--- src/rtl/reorder_buffer.sv ---
// reorder_buffer
//   Circular in-order reorder buffer. Dispatch allocates entries at the tail
//   and receives the tail index as the ROB tag. The CDB and the load/store
//   buffer mark entries complete. The head entry retires at most once per
//   cycle. A retiring branch whose outcome differs from the prediction
//   raises a one-cycle flush and empties the buffer.
//
// Ports
//   clk, rst                  clock, asynchronous active-high reset
//   rdy                       global enable; low freezes all state and outputs
//   issue_*                   dispatch request; issue_tag/rob_full are combinational
//   cdb_*                     RS/ALU result broadcast (value, branch outcome)
//   lsb_*                     load/store completion
//   query_{j,k}_*             combinational operand lookup by tag
//   commit_*                  registered retire pulse and register-file write
//   flush, flush_pc           registered mispredict redirect pulse
//
// Handshake: issue_valid is a request and !rob_full is its ready; the issue
// is taken on a clk edge where rdy && issue_valid && !rob_full and no
// mispredict retires in the same cycle. cdb_valid/lsb_valid/commit_valid/
// flush are single-cycle strobes with no back-pressure.
module reorder_buffer #(
  parameter int ROB_SIZE = 16,
  parameter int TAG_W    = 4
) (
  input  logic             clk,
  input  logic             rst,
  input  logic             rdy,
  input  logic             issue_valid,
  input  logic [1:0]       issue_type,
  input  logic [4:0]       issue_rd,
  input  logic [31:0]      issue_pc,
  input  logic             issue_pred_taken,
  output logic [TAG_W-1:0] issue_tag,
  output logic             rob_full,
  input  logic             cdb_valid,
  input  logic [TAG_W-1:0] cdb_tag,
  input  logic [31:0]      cdb_value,
  input  logic             cdb_taken,
  input  logic [31:0]      cdb_target,
  input  logic             lsb_valid,
  input  logic [TAG_W-1:0] lsb_tag,
  input  logic [31:0]      lsb_value,
  input  logic [TAG_W-1:0] query_j_tag,
  input  logic [TAG_W-1:0] query_k_tag,
  output logic             query_j_ready,
  output logic             query_k_ready,
  output logic [31:0]      query_j_value,
  output logic [31:0]      query_k_value,
  output logic             commit_valid,
  output logic             commit_we,
  output logic [4:0]       commit_rd,
  output logic [31:0]      commit_value,
  output logic [TAG_W-1:0] commit_tag,
  output logic             commit_store,
  output logic             flush,
  output logic [31:0]      flush_pc
);

  localparam logic [1:0]     TYPE_STORE  = 2'd1;
  localparam logic [1:0]     TYPE_BRANCH = 2'd2;
  localparam logic [TAG_W:0] FULL_COUNT  = (TAG_W+1)'(ROB_SIZE);

  // Entry storage
  logic        busy_q   [ROB_SIZE];
  logic        ready_q  [ROB_SIZE];
  logic [1:0]  type_q   [ROB_SIZE];
  logic [4:0]  rd_q     [ROB_SIZE];
  logic [31:0] pc_q     [ROB_SIZE];
  logic        pred_q   [ROB_SIZE];
  logic [31:0] value_q  [ROB_SIZE];
  logic        taken_q  [ROB_SIZE];
  logic [31:0] target_q [ROB_SIZE];

  logic [TAG_W-1:0] head_q, tail_q;
  logic [TAG_W:0]   count_q;

  logic        head_is_store, head_is_branch, head_is_reg;
  logic        commit_fire, flush_now, issue_accept;
  logic [31:0] redirect_pc;

  assign issue_tag      = tail_q;
  assign rob_full       = (count_q == FULL_COUNT);

  assign head_is_store  = (type_q[head_q] == TYPE_STORE);
  assign head_is_branch = (type_q[head_q] == TYPE_BRANCH);
  // Type 3 is an unused encoding and retires like a register writer.
  assign head_is_reg    = !head_is_store && !head_is_branch;

  // Ready is only observed from the stored bit, so a writeback landing at
  // edge N can retire no earlier than edge N+1.
  assign commit_fire  = rdy && busy_q[head_q] && ready_q[head_q];
  assign flush_now    = commit_fire && head_is_branch &&
                        (taken_q[head_q] != pred_q[head_q]);
  // rob_full uses the pre-edge count: a retire in the same cycle does not
  // free a slot for this cycle's issue.
  assign issue_accept = rdy && issue_valid && !rob_full && !flush_now;
  assign redirect_pc  = taken_q[head_q] ? target_q[head_q] : pc_q[head_q] + 32'd4;

  assign query_j_ready = busy_q[query_j_tag] && ready_q[query_j_tag];
  assign query_k_ready = busy_q[query_k_tag] && ready_q[query_k_tag];
  assign query_j_value = value_q[query_j_tag];
  assign query_k_value = value_q[query_k_tag];

  always_ff @(posedge clk or posedge rst) begin
    if (rst) begin
      head_q       <= '0;
      tail_q       <= '0;
      count_q      <= '0;
      commit_valid <= 1'b0;
      commit_we    <= 1'b0;
      commit_rd    <= '0;
      commit_value <= '0;
      commit_tag   <= '0;
      commit_store <= 1'b0;
      flush        <= 1'b0;
      flush_pc     <= '0;
      for (int i = 0; i < ROB_SIZE; i++) begin
        busy_q[i]   <= 1'b0;
        ready_q[i]  <= 1'b0;
        type_q[i]   <= '0;
        rd_q[i]     <= '0;
        pc_q[i]     <= '0;
        pred_q[i]   <= 1'b0;
        value_q[i]  <= '0;
        taken_q[i]  <= 1'b0;
        target_q[i] <= '0;
      end
    end else if (rdy) begin
      // Retire pulses last exactly one enabled cycle.
      commit_valid <= commit_fire;
      commit_we    <= commit_fire && head_is_reg;
      commit_store <= commit_fire && head_is_store;
      flush        <= flush_now;
      if (commit_fire) begin
        commit_rd    <= rd_q[head_q];
        commit_value <= value_q[head_q];
        commit_tag   <= head_q;
      end
      if (flush_now) flush_pc <= redirect_pc;

      // LSB first so a CDB write to the same tag overrides it.
      if (lsb_valid && busy_q[lsb_tag]) begin
        ready_q[lsb_tag] <= 1'b1;
        if (type_q[lsb_tag] != TYPE_STORE) value_q[lsb_tag] <= lsb_value;
      end
      if (cdb_valid && busy_q[cdb_tag]) begin
        ready_q[cdb_tag]  <= 1'b1;
        value_q[cdb_tag]  <= cdb_value;
        taken_q[cdb_tag]  <= cdb_taken;
        target_q[cdb_tag] <= cdb_target;
      end

      if (issue_accept) begin
        busy_q[tail_q]  <= 1'b1;
        ready_q[tail_q] <= 1'b0;
        type_q[tail_q]  <= issue_type;
        rd_q[tail_q]    <= issue_rd;
        pc_q[tail_q]    <= issue_pc;
        pred_q[tail_q]  <= issue_pred_taken;
        tail_q          <= tail_q + TAG_W'(1);
      end
      if (commit_fire) begin
        busy_q[head_q] <= 1'b0;
        head_q         <= head_q + TAG_W'(1);
      end
      unique case ({issue_accept, commit_fire})
        2'b10:   count_q <= count_q + (TAG_W+1)'(1);
        2'b01:   count_q <= count_q - (TAG_W+1)'(1);
        default: count_q <= count_q;
      endcase

      // A mispredict discards every younger entry; it overrides the
      // pointer and count updates above.
      if (flush_now) begin
        head_q  <= '0;
        tail_q  <= '0;
        count_q <= '0;
        for (int i = 0; i < ROB_SIZE; i++) busy_q[i] <= 1'b0;
      end
    end
  end

endmodule

--- config.mk ---
export PLATFORM = sky130hd
export DESIGN_NAME = reorder_buffer
export DESIGN_NICKNAME = d
export VERILOG_FILES = /design/src/rtl/reorder_buffer.sv
export SDC_FILE = /design/constraint.sdc
export NUM_CORES = 2
export LEC_CHECK = 0
export CORE_ASPECT_RATIO = 0.7
export CORE_MARGIN = 2
export CORE_UTILIZATION = 45
export CTS_CLUSTER_SIZE = 14
export DETAILED_ROUTE_END_ITERATION = 16
export GPL_TIMING_DRIVEN = 0
export SLEW_MARGIN = 5
export SYNTH_ARGS = -nofsm -noshare
export SYNTH_HDL_FRONTEND = slang
export SYNTH_SLANG_ARGS = --single-unit
--- constraint.sdc ---
create_clock -name clk -period 131.9 [get_ports clk]
set_input_delay 13.19 -clock clk [delete_from_list [all_inputs] [get_ports clk]]
set_output_delay 13.19 -clock clk [all_outputs]
set_load 0.01 [all_outputs]
---- After elaboration in Yosys (flattened, before gate mapping) ----
Index checks and enable logic that the tools add are counted.
storage, ports and cells
  flip-flop bits (word level) ............. 1802
  output and inout port bits .............. 148
  logic and storage cells ................. 322
operators by class
  eq/ne operators ......................... 7
  add/sub/neg operators ................... 5
  reductions and logical operators ........ 32
  order comparisons ....................... 10
  mux-type cells .......................... 100
  bitwise gates (word level) .............. 13
operators by type and width
  kind                                                         count
  bitwise mux 512 bit                                          4
  2-to-1 mux 512 bit                                           4
  binary-select mux 32 bit (select 4 bit)                      5
  2-to-1 mux 32 bit                                            14
  demux 32 bit (select 4 bit)                                  3
  2-to-1 mux 16 bit                                            9
  bitwise mux 80 bit                                           1
  OR 16 bit                                                    3
  binary-select mux 1 bit (select 4 bit)                       10
  adder 32 x 3 -> 32 bit (second input constant)               1
  bitwise AND 16 bit                                           2
  bitwise mux 16 bit                                           2
  bitwise mux 32 bit                                           1
  inverter 16 bit                                              2
  greater-or-equal comparator 5 bit (second input constant)    6
  inverter 4 -> 5 bit                                          6
  2-to-1 mux 1 bit                                             24
  binary-select mux 5 bit (select 4 bit)                       1
  demux 5 bit (select 4 bit)                                   1
  less-than comparator 5 x 1 -> 1 bit (second input constant)  4
  2-to-1 mux 5 bit                                             4
  logical AND 1 bit                                            18
  binary-select mux 2 bit (select 4 bit)                       2
  demux 1 bit (select 4 bit)                                   4
  other kinds (16)                                             36

---- Longest topological paths before layout ----
  depth after elaboration ................. 15
  depth in mapped cells ................... 23
  gate-level depth less buffers ........... 14

---- Worst setup path after synthesis ----
No wires, ideal clock.
  kind .................................... input to output
  start ................................... input query_j_tag[1]
  end ..................................... output query_j_value[10]
  stages on the path ...................... 4
  slack ................................... 103.513 ns
  buffers on the path ..................... 2
  data arrival time ....................... 15.197 ns
  required time ........................... 118.710 ns
  path through ............................ clkbuf_1 clkbuf_1 mux4_2 mux4_2
on the way
  word-level cells in the longest chain between the ends .. 4
RTL lines
  element                                                line  source
  from (decl)                                            44    input logic [TAG_W-1:0] query_j_tag,
  inverter 4 -> 5 bit (not written as such)              102   assign query_j_value = value_q[query_j_tag];
  binary-select mux 32 bit (select 4 bit)                102
  2-to-1 mux 32 bit (not written as such) (2 in series)  102
  to (decl)                                              48    output logic [31:0] query_j_value,
Every way passes these cells. The select of a mux whose other input is x is not followed.

---- Worst setup path in the final report ----
  start ................................... input query_k_tag[1]
  end ..................................... output query_k_value[30]
on the way
  word-level cells in the longest chain between the ends .. 4
RTL lines
  element                                                line  source
  from (decl)                                            45    input logic [TAG_W-1:0] query_k_tag,
  inverter 4 -> 5 bit (not written as such)              103   assign query_k_value = value_q[query_k_tag];
  binary-select mux 32 bit (select 4 bit)                103
  2-to-1 mux 32 bit (not written as such) (2 in series)  103
  to (decl)                                              49    output logic [31:0] query_k_value,
Every way passes these cells. The select of a mux whose other input is x is not followed.

==> impl_metrics.yaml <==
outcome:
  status: "finished with violations"
  violations: "max-capacitance violations, max-slew violations"
synthesis:
  synth_fp_nets: 6659
  synth_ff_type: "dfrtp_1"
  synth_seq_area_share: 0.484
  syn-cell-area_um2: 93100
  yosysMostFrequentCell: "dfrtp_1"
  synth_area_leader_cell: "dfrtp_1"
  synth.area.top_cells: "dfrtp_1, mux4_2, mux2_2"
  synth_common_cells: "dfrtp_1, mux2_2, mux4_2"
  syn-instance-count: 6487
  ys_warn_count: 0
  syn_area_per_cell_um2: 14.4
  synth_edf_count: 0
  synth.distinct_cells: 80
  postSynth.asyncResetShare: 1.00
  ys_ff_latch: 1802
  synth_top_area_share: 0.484
job:
  cap_violations: 5
clocking:
  post_cts_resize_count: 0
  clock_sinks: 1802
  cts_hold_buffers: 0
  htreeDepth: 4
  path_clk_slew_ps: 60
  cts_post_setup_buffers_inserted: 0
  cts_tree: "yes"
  numCtsBuffers: 189
  clk_path_buf_depth: 4
  cts_root_buf: "clkbuf_16"
  insertion_delay_ps: 870
setup_path:
  cp-start-kind: "input port"
  required_ps: 118710
  crit_chain: "clkbuf_1, clkbuf_1, clkbuf_1, mux4_2, mux4_2, clkdlybuf4s50_1"
  slowest_stage: "clkbuf_1"
  cp_max_fo: 10
  critPathKind: "input port to primary output"
  path_common_cell: "clkbuf_1"
  endpoint_kind: "primary output"
  arrival_ps: 17610
  slowest_delay_ps: 1160
timing:
  period_minus_slack_ps: 30800
  finalSetupTns_ps: 0
  timing.fmax_mhz: 32.5
  tightest_slew_ps: 1580
  max-slew-margin-rel: -0.0614
  hold_viol_final: 0
  finClkSkew_ps: 69.5
  setup_viol: 0
  fin_crit_sh: 0.234
  hold_ws_ps: 477
  grt_setup_unrepaired: "false"
  slew_viol_final: 16
floorplanning:
  die_area_um2: 211000
  rows: 139
  die_w_um: 548
  start_util: 0.453
  die_height_um: 385
  io_pins: 307
  coreArea_um2: 205000
grt:
  grt_pass1_vias: 67656
  grt_usage: 0.354
  grt_start_max_net_pins: 129
  grt_pass1_wl_um: 526000
  antenna_found_initial: 45
  grt.overflow.total: 0
routing:
  routed_wl_um: 377000
  ant_nets: 0
  drtPass1Iterations: 8
  first_iter_violations: 10528
  wl_per_cell_um: 38.0
  vias_per_cell: 7.03
  drc: 0
  dr_total_vias: 69706
layout:
  utilization: 0.519
  nNetsFinal: 7160
  layout.cells.non_filler: 9909
  fillCellCount: 17096
  area_growth_pct: 14.4
  drive_above_1_share: 0.356
power_and_ir_drop:
  p_total_mw: 2.41
  leakage_nw: 45.2
  powerDensity_nw_per_um2: 22.6
  peakVddDrop_uv: 12.4
place:
  port_buffers: 290
  hpwl_um: 263000
  gp_congestion: 1.02
  dp.cells: 9543
worst_hold_path:
  hold_class: "flop to flop"
## through the flow
step	worst slack (ps)	instance area, um^2
global route	101120	106000
CTS	101320	106000
global placement	46630	99500
floorplan	67840	93100
finish	101100	107000
detailed placement	101340	100000
## layout by cell type, fill, tap and decap left out, drive strengths merged, types with 17 or more instances in the layout
cell           count
dfrtp           1802
mux2            1177
mux4             836
clkbuf           695
nor2             599
a221o            511
clkdlybuf4s50    290
buf              270
nand2            237
nand3            159
o21ai             60
a21oi             50
a22oi             41
inv               39
and2              38
clkinv            33
diode             25
a31oi             23
nand4             22
nor3              19
xor2              17
## registers in the layout, indices dropped and copies added, names as in the netlist, 4 cells and up
signal / count
value_q: 512
rd_q: 80
busy_q: 16
count_q: 5
ready_q: 16
commit_value: 32
pc_q: 512
target_q: 512
commit_tag: 4
type_q: 32
head_q: 4
pred_q: 16
taken_q: 16
commit_rd: 5
flush_pc: 32
issue_tag: 4
## worst max-delay path: cells and delay by family
family                 cells  cell delay [ps]
buffers and inverters      4             3290
multiplexers               2             1110
## report_power, final
part | switching, mW | total (mW) | leakage, nW | internal, mW
Clock | 0.241 | 0.569 | 3.16 | 0.328
Combinational | 0.437 | 0.926 | 18.6 | 0.489
Sequential | 0.158 | 0.917 | 23.4 | 0.758
Total | 0.836 | 2.41 | 45.2 | 1.58
## final timing paths
path	startpoint	to	slack (ps)	depth (start not counted)
min in group asynchronous	rst	pc_q[58]	12680	2
setup / recovery	query_k_tag[1]	query_k_value[30]	101100	6
hold reg to reg	target_q[424]	target_q[424]	480	2
max in group asynchronous	rst	value_q[306]	116240	7
setup reg to reg	head_q[1]	pc_q[384]	124010	19
hold / removal	target_q[424]	target_q[424]	480	2
## cells by family after synthesis
logic type,share of synthesized area
buf+inv,0.0340
flops,0.484
xor+xnor,0.00282
simple gates,0.0541
compound gates,0.0744
mux,0.349
fa+ha+maj,0.00175
## metal layers
| layer | GRT usage | vias up | share of wire |
|---|---|---|---|
| met5 | 0.00585 | - | 0.0014 |
| met4 | 0.144 | 41 | 0.045 |
| met3 | 0.147 | 1000 | 0.14 |
| met2 | 0.472 | 5396 | 0.40 |
| met1 | 0.506 | 36930 | 0.41 |
| li1 | - | 26339 | - |
## final cells by class
type	instances	area, um^2	area share
buffer	666	3070	0.0289
sequential	1802	45100	0.423
clock inverter	59	758	0.00712
antenna	25	62.6	0.000587
clock buffer	279	5650	0.0531
tap	2749	3440	0.0323
timing repair buffer	310	3420	0.0321
inverter	36	143	0.00134
multi-input combinational	3983	44900	0.421
(Power assumes the default switching activity.)
